### config.mk
export PLATFORM = sky130hd
export DESIGN_NAME = sram_port_arbiter_flat
export DESIGN_NICKNAME = d
export VERILOG_FILES = /design/src/rtl/pico_mem_pkg.sv /design/src/rtl/sram_port_arbiter_if.sv /design/src/rtl/rr_arb2.sv /design/src/rtl/sram_port_arbiter.sv /design/src/flat_wrapper.sv
export SDC_FILE = /design/constraint.sdc
export NUM_CORES = 1
export LEC_CHECK = 0
export CELL_PAD_IN_SITES_DETAIL_PLACEMENT = 1
export CELL_PAD_IN_SITES_GLOBAL_PLACEMENT = 1
export CORE_MARGIN = 1.5
export CORE_UTILIZATION = 25
export CTS_BUF_LIST = sky130_fd_sc_hd__clkbuf_4
export DETAILED_ROUTE_END_ITERATION = 7
export GPL_TIMING_DRIVEN = 1
export PLACE_DENSITY = 0.93
export SYNTH_ARGS = -nofsm -noshare
export SYNTH_HDL_FRONTEND = slang
export SYNTH_HIERARCHICAL = 1
export SYNTH_SLANG_ARGS = --single-unit
### constraint.sdc
create_clock -name clk -period 3.63 [get_ports clk]
set_input_delay 0.726 -clock clk [delete_from_list [all_inputs] [get_ports clk]]
set_output_delay 0.726 -clock clk [all_outputs]
set_load 0.03 [all_outputs]
### src/rtl/pico_mem_pkg.sv
// Shared definitions for the on-chip SRAM subsystem.
//   - arbiter sequencer state encoding (IDLE -> ISSUE -> RESP)
//   - SRAM word-address width as seen on mem_addr
//   - base word of the 3k-4k control region owned by the MPU / secure loader
package pico_mem_pkg;

    typedef enum logic [1:0] {
        IDLE  = 2'd0,
        ISSUE = 2'd1,
        RESP  = 2'd2
    } arb_state_e;

    localparam int SRAM_ADDR_W     = 22;
    localparam int MPU_REGION_BASE = 768;

endpackage

### src/rtl/sram_port_arbiter_if.sv
// Bundle of the two master request ports and the SRAM pin group around
// sram_port_arbiter.
//   slave  : the arbiter view (takes requests + mem_rdata, drives readies and SRAM pins)
//   master : the environment view (masters and SRAM macro)
// Signals:
//   m0_/m1_ valid, addr, wdata, wstrb (request, wstrb == 0 means read)
//   m0_/m1_ ready, rdata             (one-cycle completion pulse and read data)
//   mem_wen, mem_addr, mem_wdata     (SRAM write enables, address, write data)
//   mem_rdata                        (SRAM read data, one cycle after the address)
interface sram_port_arbiter_if
    import pico_mem_pkg::*;
#(
    parameter int ADDR_WIDTH = SRAM_ADDR_W,
    parameter int DATA_WIDTH = 32
) ();

    logic                  m0_valid;
    logic [ADDR_WIDTH-1:0] m0_addr;
    logic [DATA_WIDTH-1:0] m0_wdata;
    logic [3:0]            m0_wstrb;
    logic                  m0_ready;
    logic [DATA_WIDTH-1:0] m0_rdata;

    logic                  m1_valid;
    logic [ADDR_WIDTH-1:0] m1_addr;
    logic [DATA_WIDTH-1:0] m1_wdata;
    logic [3:0]            m1_wstrb;
    logic                  m1_ready;
    logic [DATA_WIDTH-1:0] m1_rdata;

    logic [3:0]            mem_wen;
    logic [ADDR_WIDTH-1:0] mem_addr;
    logic [DATA_WIDTH-1:0] mem_wdata;
    logic [DATA_WIDTH-1:0] mem_rdata;

    modport slave (
        input  m0_valid, m0_addr, m0_wdata, m0_wstrb,
        input  m1_valid, m1_addr, m1_wdata, m1_wstrb,
        input  mem_rdata,
        output m0_ready, m0_rdata, m1_ready, m1_rdata,
        output mem_wen, mem_addr, mem_wdata
    );

    modport master (
        output m0_valid, m0_addr, m0_wdata, m0_wstrb,
        output m1_valid, m1_addr, m1_wdata, m1_wstrb,
        output mem_rdata,
        input  m0_ready, m0_rdata, m1_ready, m1_rdata,
        input  mem_wen, mem_addr, mem_wdata
    );

endinterface

### src/rtl/rr_arb2.sv
// Two-requester round-robin picker (purely combinational).
//   req[1:0] : request lines, bit i for master i
//   last     : index of the master granted most recently
//   gnt_idx  : index of the winner; only meaningful when req != 0
module rr_arb2 (
    input  logic [1:0] req,
    input  logic       last,
    output logic       gnt_idx
);

    always_comb begin
        gnt_idx = 1'b0;
        case (req)
            2'b10:   gnt_idx = 1'b1;
            // On a tie the master that did not win last time goes first.
            2'b11:   gnt_idx = ~last;
            default: gnt_idx = 1'b0;
        endcase
    end

endmodule

### src/rtl/sram_port_arbiter.sv
// Two-master arbiter and sequencer for the single-port on-chip SRAM.
// One access at a time: IDLE (arbitrate + latch) -> ISSUE (drive SRAM)
// -> RESP (one-cycle ready with SRAM read data) -> IDLE.
// Ports:
//   clk    : system clock, rising edge
//   resetn : synchronous active-low reset
//   bus    : request ports of both masters plus the SRAM pins (slave view)
//   busy   : high in any state other than IDLE
//   grant  : index of the master owning the current access
module sram_port_arbiter
    import pico_mem_pkg::*;
#(
    parameter int ADDR_WIDTH = SRAM_ADDR_W,
    parameter int DATA_WIDTH = 32
) (
    input  logic                 clk,
    input  logic                 resetn,
    sram_port_arbiter_if.slave   bus,
    output logic                 busy,
    output logic                 grant
);

    localparam logic [1:0] ST_IDLE  = IDLE;
    localparam logic [1:0] ST_ISSUE = ISSUE;
    localparam logic [1:0] ST_RESP  = RESP;

    logic [1:0]            state;
    logic                  last;
    logic                  win;
    logic                  resp;
    logic [ADDR_WIDTH-1:0] addr_q;
    logic [DATA_WIDTH-1:0] wdata_q;
    logic [3:0]            wen_q;

    rr_arb2 u_arb (
        .req     ({bus.m1_valid, bus.m0_valid}),
        .last    (last),
        .gnt_idx (win)
    );

    always_ff @(posedge clk) begin
        if (!resetn) begin
            state   <= ST_IDLE;
            grant   <= 1'b0;
            last    <= 1'b1;  // master 0 wins the first tie
            wen_q   <= 4'h0;
            addr_q  <= '0;
            wdata_q <= '0;
        end else begin
            case (state)
                ST_IDLE: begin
                    if (bus.m0_valid || bus.m1_valid) begin
                        grant   <= win;
                        last    <= win;
                        addr_q  <= win ? bus.m1_addr  : bus.m0_addr;
                        wdata_q <= win ? bus.m1_wdata : bus.m0_wdata;
                        // Strobes go straight to the pins so the write is
                        // presented during ISSUE and nowhere else.
                        wen_q   <= win ? bus.m1_wstrb : bus.m0_wstrb;
                        state   <= ST_ISSUE;
                    end
                end
                ST_ISSUE: begin
                    wen_q <= 4'h0;
                    state <= ST_RESP;
                end
                ST_RESP: begin
                    state <= ST_IDLE;
                end
                default: begin
                    state <= ST_IDLE;
                end
            endcase
        end
    end

    // Gating with resetn drops the ready pulse when reset lands in RESP,
    // so an abandoned access never completes.
    assign resp = (state == ST_RESP) && resetn;

    assign bus.m0_ready  = resp && !grant;
    assign bus.m1_ready  = resp &&  grant;
    assign bus.m0_rdata  = bus.m0_ready ? bus.mem_rdata : '0;
    assign bus.m1_rdata  = bus.m1_ready ? bus.mem_rdata : '0;

    assign bus.mem_wen   = wen_q;
    assign bus.mem_addr  = addr_q;
    assign bus.mem_wdata = wdata_q;

    assign busy = (state != ST_IDLE);

endmodule

### src/flat_wrapper.sv
// flat-port wrapper written by rule: the top's interface ports become plain ports
module sram_port_arbiter_flat import pico_mem_pkg::*;
#(
    parameter int ADDR_WIDTH = SRAM_ADDR_W,
    parameter int DATA_WIDTH = 32
)
  (clk, resetn, busy, grant, bus_m0_valid, bus_m0_addr, bus_m0_wdata, bus_m0_wstrb, bus_m1_valid, bus_m1_addr, bus_m1_wdata, bus_m1_wstrb, bus_mem_rdata, bus_m0_ready, bus_m0_rdata, bus_m1_ready, bus_m1_rdata, bus_mem_wen, bus_mem_addr, bus_mem_wdata);
  sram_port_arbiter_if #(.ADDR_WIDTH(ADDR_WIDTH), .DATA_WIDTH(DATA_WIDTH)) bus_i ();
  input  logic clk;
  input  logic resetn;
  output logic busy;
  output logic grant;
  input wire logic [$bits(bus_i.m0_valid)-1:0] bus_m0_valid;
  input wire logic [$bits(bus_i.m0_addr)-1:0] bus_m0_addr;
  input wire logic [$bits(bus_i.m0_wdata)-1:0] bus_m0_wdata;
  input wire logic [$bits(bus_i.m0_wstrb)-1:0] bus_m0_wstrb;
  input wire logic [$bits(bus_i.m1_valid)-1:0] bus_m1_valid;
  input wire logic [$bits(bus_i.m1_addr)-1:0] bus_m1_addr;
  input wire logic [$bits(bus_i.m1_wdata)-1:0] bus_m1_wdata;
  input wire logic [$bits(bus_i.m1_wstrb)-1:0] bus_m1_wstrb;
  input wire logic [$bits(bus_i.mem_rdata)-1:0] bus_mem_rdata;
  output wire logic [$bits(bus_i.m0_ready)-1:0] bus_m0_ready;
  output wire logic [$bits(bus_i.m0_rdata)-1:0] bus_m0_rdata;
  output wire logic [$bits(bus_i.m1_ready)-1:0] bus_m1_ready;
  output wire logic [$bits(bus_i.m1_rdata)-1:0] bus_m1_rdata;
  output wire logic [$bits(bus_i.mem_wen)-1:0] bus_mem_wen;
  output wire logic [$bits(bus_i.mem_addr)-1:0] bus_mem_addr;
  output wire logic [$bits(bus_i.mem_wdata)-1:0] bus_mem_wdata;
  assign bus_i.m0_valid = bus_m0_valid;
  assign bus_i.m0_addr = bus_m0_addr;
  assign bus_i.m0_wdata = bus_m0_wdata;
  assign bus_i.m0_wstrb = bus_m0_wstrb;
  assign bus_i.m1_valid = bus_m1_valid;
  assign bus_i.m1_addr = bus_m1_addr;
  assign bus_i.m1_wdata = bus_m1_wdata;
  assign bus_i.m1_wstrb = bus_m1_wstrb;
  assign bus_i.mem_rdata = bus_mem_rdata;
  assign bus_m0_ready = bus_i.m0_ready;
  assign bus_m0_rdata = bus_i.m0_rdata;
  assign bus_m1_ready = bus_i.m1_ready;
  assign bus_m1_rdata = bus_i.m1_rdata;
  assign bus_mem_wen = bus_i.mem_wen;
  assign bus_mem_addr = bus_i.mem_addr;
  assign bus_mem_wdata = bus_i.mem_wdata;
  sram_port_arbiter #(.ADDR_WIDTH(ADDR_WIDTH), .DATA_WIDTH(DATA_WIDTH)) u_core (.clk(clk), .resetn(resetn), .bus(bus_i), .busy(busy), .grant(grant));
endmodule
==> results.py <==
metrics = {
    "floorplanning": {
        "rows": 42,
        "start_util": 0.259,
        "core_area_sq_um": 13300,
        "io_pins": 278,
        "die_area_sq_um": 14500,
        "die_y_um": 121,
        "die_w_um": 121,
    },
    "logic_synthesis": {
        "ys_warn_count": 6,
        "syn_area_per_cell_sq_um": 9.71,
        "synth-main-ff-cell": "dfxtp_1",
        "yosysUniqueCellTypes": 25,
        "ys_async_sr_fraction": 0,
        "syn-num-nets": 508,
        "synth_edf_count": 0,
        "ys_ff_latch": 62,
        "seq_area_frac_synth": 0.359,
        "synth_cells": 356,
        "post_synth_instance_area_sq_um": 3460,
    },
    "sta": {
        "finClkSkew_ns": 0.0171,
        "tightestPinTransition_ns": 0.791,
        "finalCritPeriodShare": 0.866,
        "finalSetupViolations": 0,
        "slew_headroom": 0.473,
        "tns_ns": 0,
        "layout_min_cycle_time_ns": 3.14,
        "drv_slew": 0,
        "fmax_mhz": 318,
        "hold_viol_final": 0,
        "rsz0062_at_grt": "no",
    },
    "placement": {
        "dp_cells": 778,
        "port_buffers": 277,
        "hpwlAfterDp_um": 10700,
        "gp_congestion": 0.773,
    },
    "cells_and_area": {
        "layout_common_cells": "clkdlybuf4s50_1, and2_1, dfxtp_1",
        "fin_cells": 793,
        "regArea_sq_um": 1240,
        "n_antenna_cell": 0,
        "areaGrowthSynthToFinish_pct": 84.1,
        "fillers": 1491,
        "drive_above_1_share": 0.0438,
        "layout.nets": 765,
        "final_common_cell": "clkdlybuf4s50_1",
        "multi_input_area_sq_um": 1960,
    },
    "global_route": {
        "grt_use_total": 0.185,
        "grt_pass1_wl_um": 21200,
        "overflow": 0,
        "grt_pass1_vias": 4138,
        "antenna_found_initial": 0,
        "grt_max_degree": 57,
    },
    "critical_path": {
        "crit_type": "in -> out",
        "slowest_stage": "clkdlybuf4s50_1",
        "regToRegSetupSlack_ns": 1.84,
        "critical-path-top-delay-family": "buffers and inverters",
        "required_ns": 2.90,
        "cp-end-kind": "output port",
        "crit_path_start_kind": "primary input",
        "path_buf_inv": 2,
        "cp_data_arrival_time_ns": 2.42,
        "slowest_delay_ns": 0.67,
        "crit_path_cell_trace": "buf_2, and4bb_2, and2_1, clkdlybuf4s50_1",
        "path_max_fanout": 33,
    },
    "power_and_ir_drop": {
        "swShare": 0.347,
        "clkPwrFrac": 0.198,
        "p_sw_w": 0.000694,
        "power_frac_seq": 0.401,
        "p_leak_nw": 2.86,
        "combPwrFrac": 0.401,
        "power_density_nw_per_um2": 314,
        "internal-power_w": 0.00131,
        "ir_drop_uv": 163,
        "finalPower_w": 0.00200,
    },
    "drt": {
        "routed_wl_um": 13700,
        "routed_via_density": 4.78,
        "postRouteAntennaNets": 0,
        "dr.pass1.iters": 4,
        "drt-initial-drc-count": 93,
        "num_vias": 3788,
        "routedWlPerCell_um": 17.3,
        "drcViolationCount": 0,
    },
    "cts": {
        "hold_buffers": 0,
        "worstSkewPairLatency_ns": 0.39,
        "cts_tree": "built",
        "clock-sinks": 62,
        "clk_pin_slew_ns": 0.10,
        "cts_resized": 0,
        "clockRootBuffer": "clkbuf_4",
        "htreeDepth": 3,
        "post_cts_buffers": 0,
        "ctsLongestPathBuffers": 2,
        "cts_buffers": 9,
    },
    "run_status": {
        "status": "complete, no violations",
    },
    "worst_hold_path": {
        "hp-class": "reg -> reg",
    },
    "job": {
        "cap_violations": 0,
    },
}
==> stage by stage <==
stage	setup slack, ns	utilization	hold slack, ns	area [sq um]
global route	0.339	0.477	0.521	6360
CTS	0.451	0.477	0.485	6360
global placement	0.581	0.469	0.461	6260
finish	0.485	0.477	0.487	6360
detailed placement	0.472	0.469	0.467	6260
floorplan	1.18	-	0.440	3460
==> power groups by stage <==
stage / logic [W] / clock network [W] / registers [W]
after CTS: 0.000812 / 0.000421 / 0.000804
after floorplan: 0.000282 / 0 / 0.000958
after global routing: 0.000850 / 0.000451 / 0.000813
final: 0.000803 / 0.000395 / 0.000803
after global placement: 0.000790 / 0 / 0.000812
after detailed placement: 0.000808 / 0 / 0.000819
==> worst reg2reg max path, cell delays in order (launching register included) <==
cell      delay (ns)
dfxtp_1         0.35
a21boi_4        0.36
buf_12          0.36
mux2i_1         0.34
nand3_1         0.10
o211a_1         0.16
==> final timing paths <==
| path | from | endpoint | cells past startpoint |
|---|---|---|---|
| setup / recovery | resetn | bus_m0_rdata[25] | 4 |
| hold / removal | u_core/bus.mem_wen[2] | u_core/bus.mem_wen[2] | 2 |
| setup reg to reg | u_core/last | u_core/bus.mem_addr[20] | 5 |
| hold reg to reg | u_core/bus.mem_wen[2] | u_core/bus.mem_wen[2] | 2 |
==> registers in the layout, indices dropped and copies added (netlist names) <==
register,flops
u_core/bus.mem_addr,22
u_core/state,2
u_core/bus.mem_wen,4
u_core/grant,1
u_core/bus.mem_wdata,32
u_core/last,1
==> final cells by class <==
class,instances,share of cell area
Clock buffer,11,0.0130
Clock inverter,4,0.00393
Inverter,2,0.00118
Multi-Input combinational cell,255,0.308
Sequential cell,62,0.195
Tap cell,176,0.0346
Timing Repair Buffer,283,0.444
==> cells by family (layout without fill, tap and decap cells) <==
| logic type | Yosys count | after routing | synth area share |
|---|---|---|---|
| multiplexers | 58 | 58 | 0.168 |
| flip-flops | 62 | 62 | 0.359 |
| buffers and inverters | 39 | 300 | 0.0767 |
| AND/OR/NAND/NOR | 135 | 135 | 0.224 |
| AO/OA/AOI/OAI | 62 | 62 | 0.172 |
==> metal layers <==
metal | part of all wire | GRT usage
met5 | 0 | 0
met4 | 0.020 | 0.0603
met3 | 0.082 | 0.0604
met2 | 0.53 | 0.362
met1 | 0.37 | 0.181
==> cells in the mapped netlist (2+ instances only) <==
cell,count,share of area
buf_6,8,0.026
mux2i_1,58,0.17
nor2_1,3,0.0033
o211a_1,54,0.16
buf_4,9,0.020
buf_2,7,0.010
o22ai_1,4,0.0072
nand2_1,5,0.0054
nand3_1,57,0.083
and2_1,64,0.12
o21ai_0,2,0.0029
clkbuf_2,4,0.0058
clkbuf_1,8,0.0087
dfxtp_1,62,0.36
(Power assumes the default switching activity.)
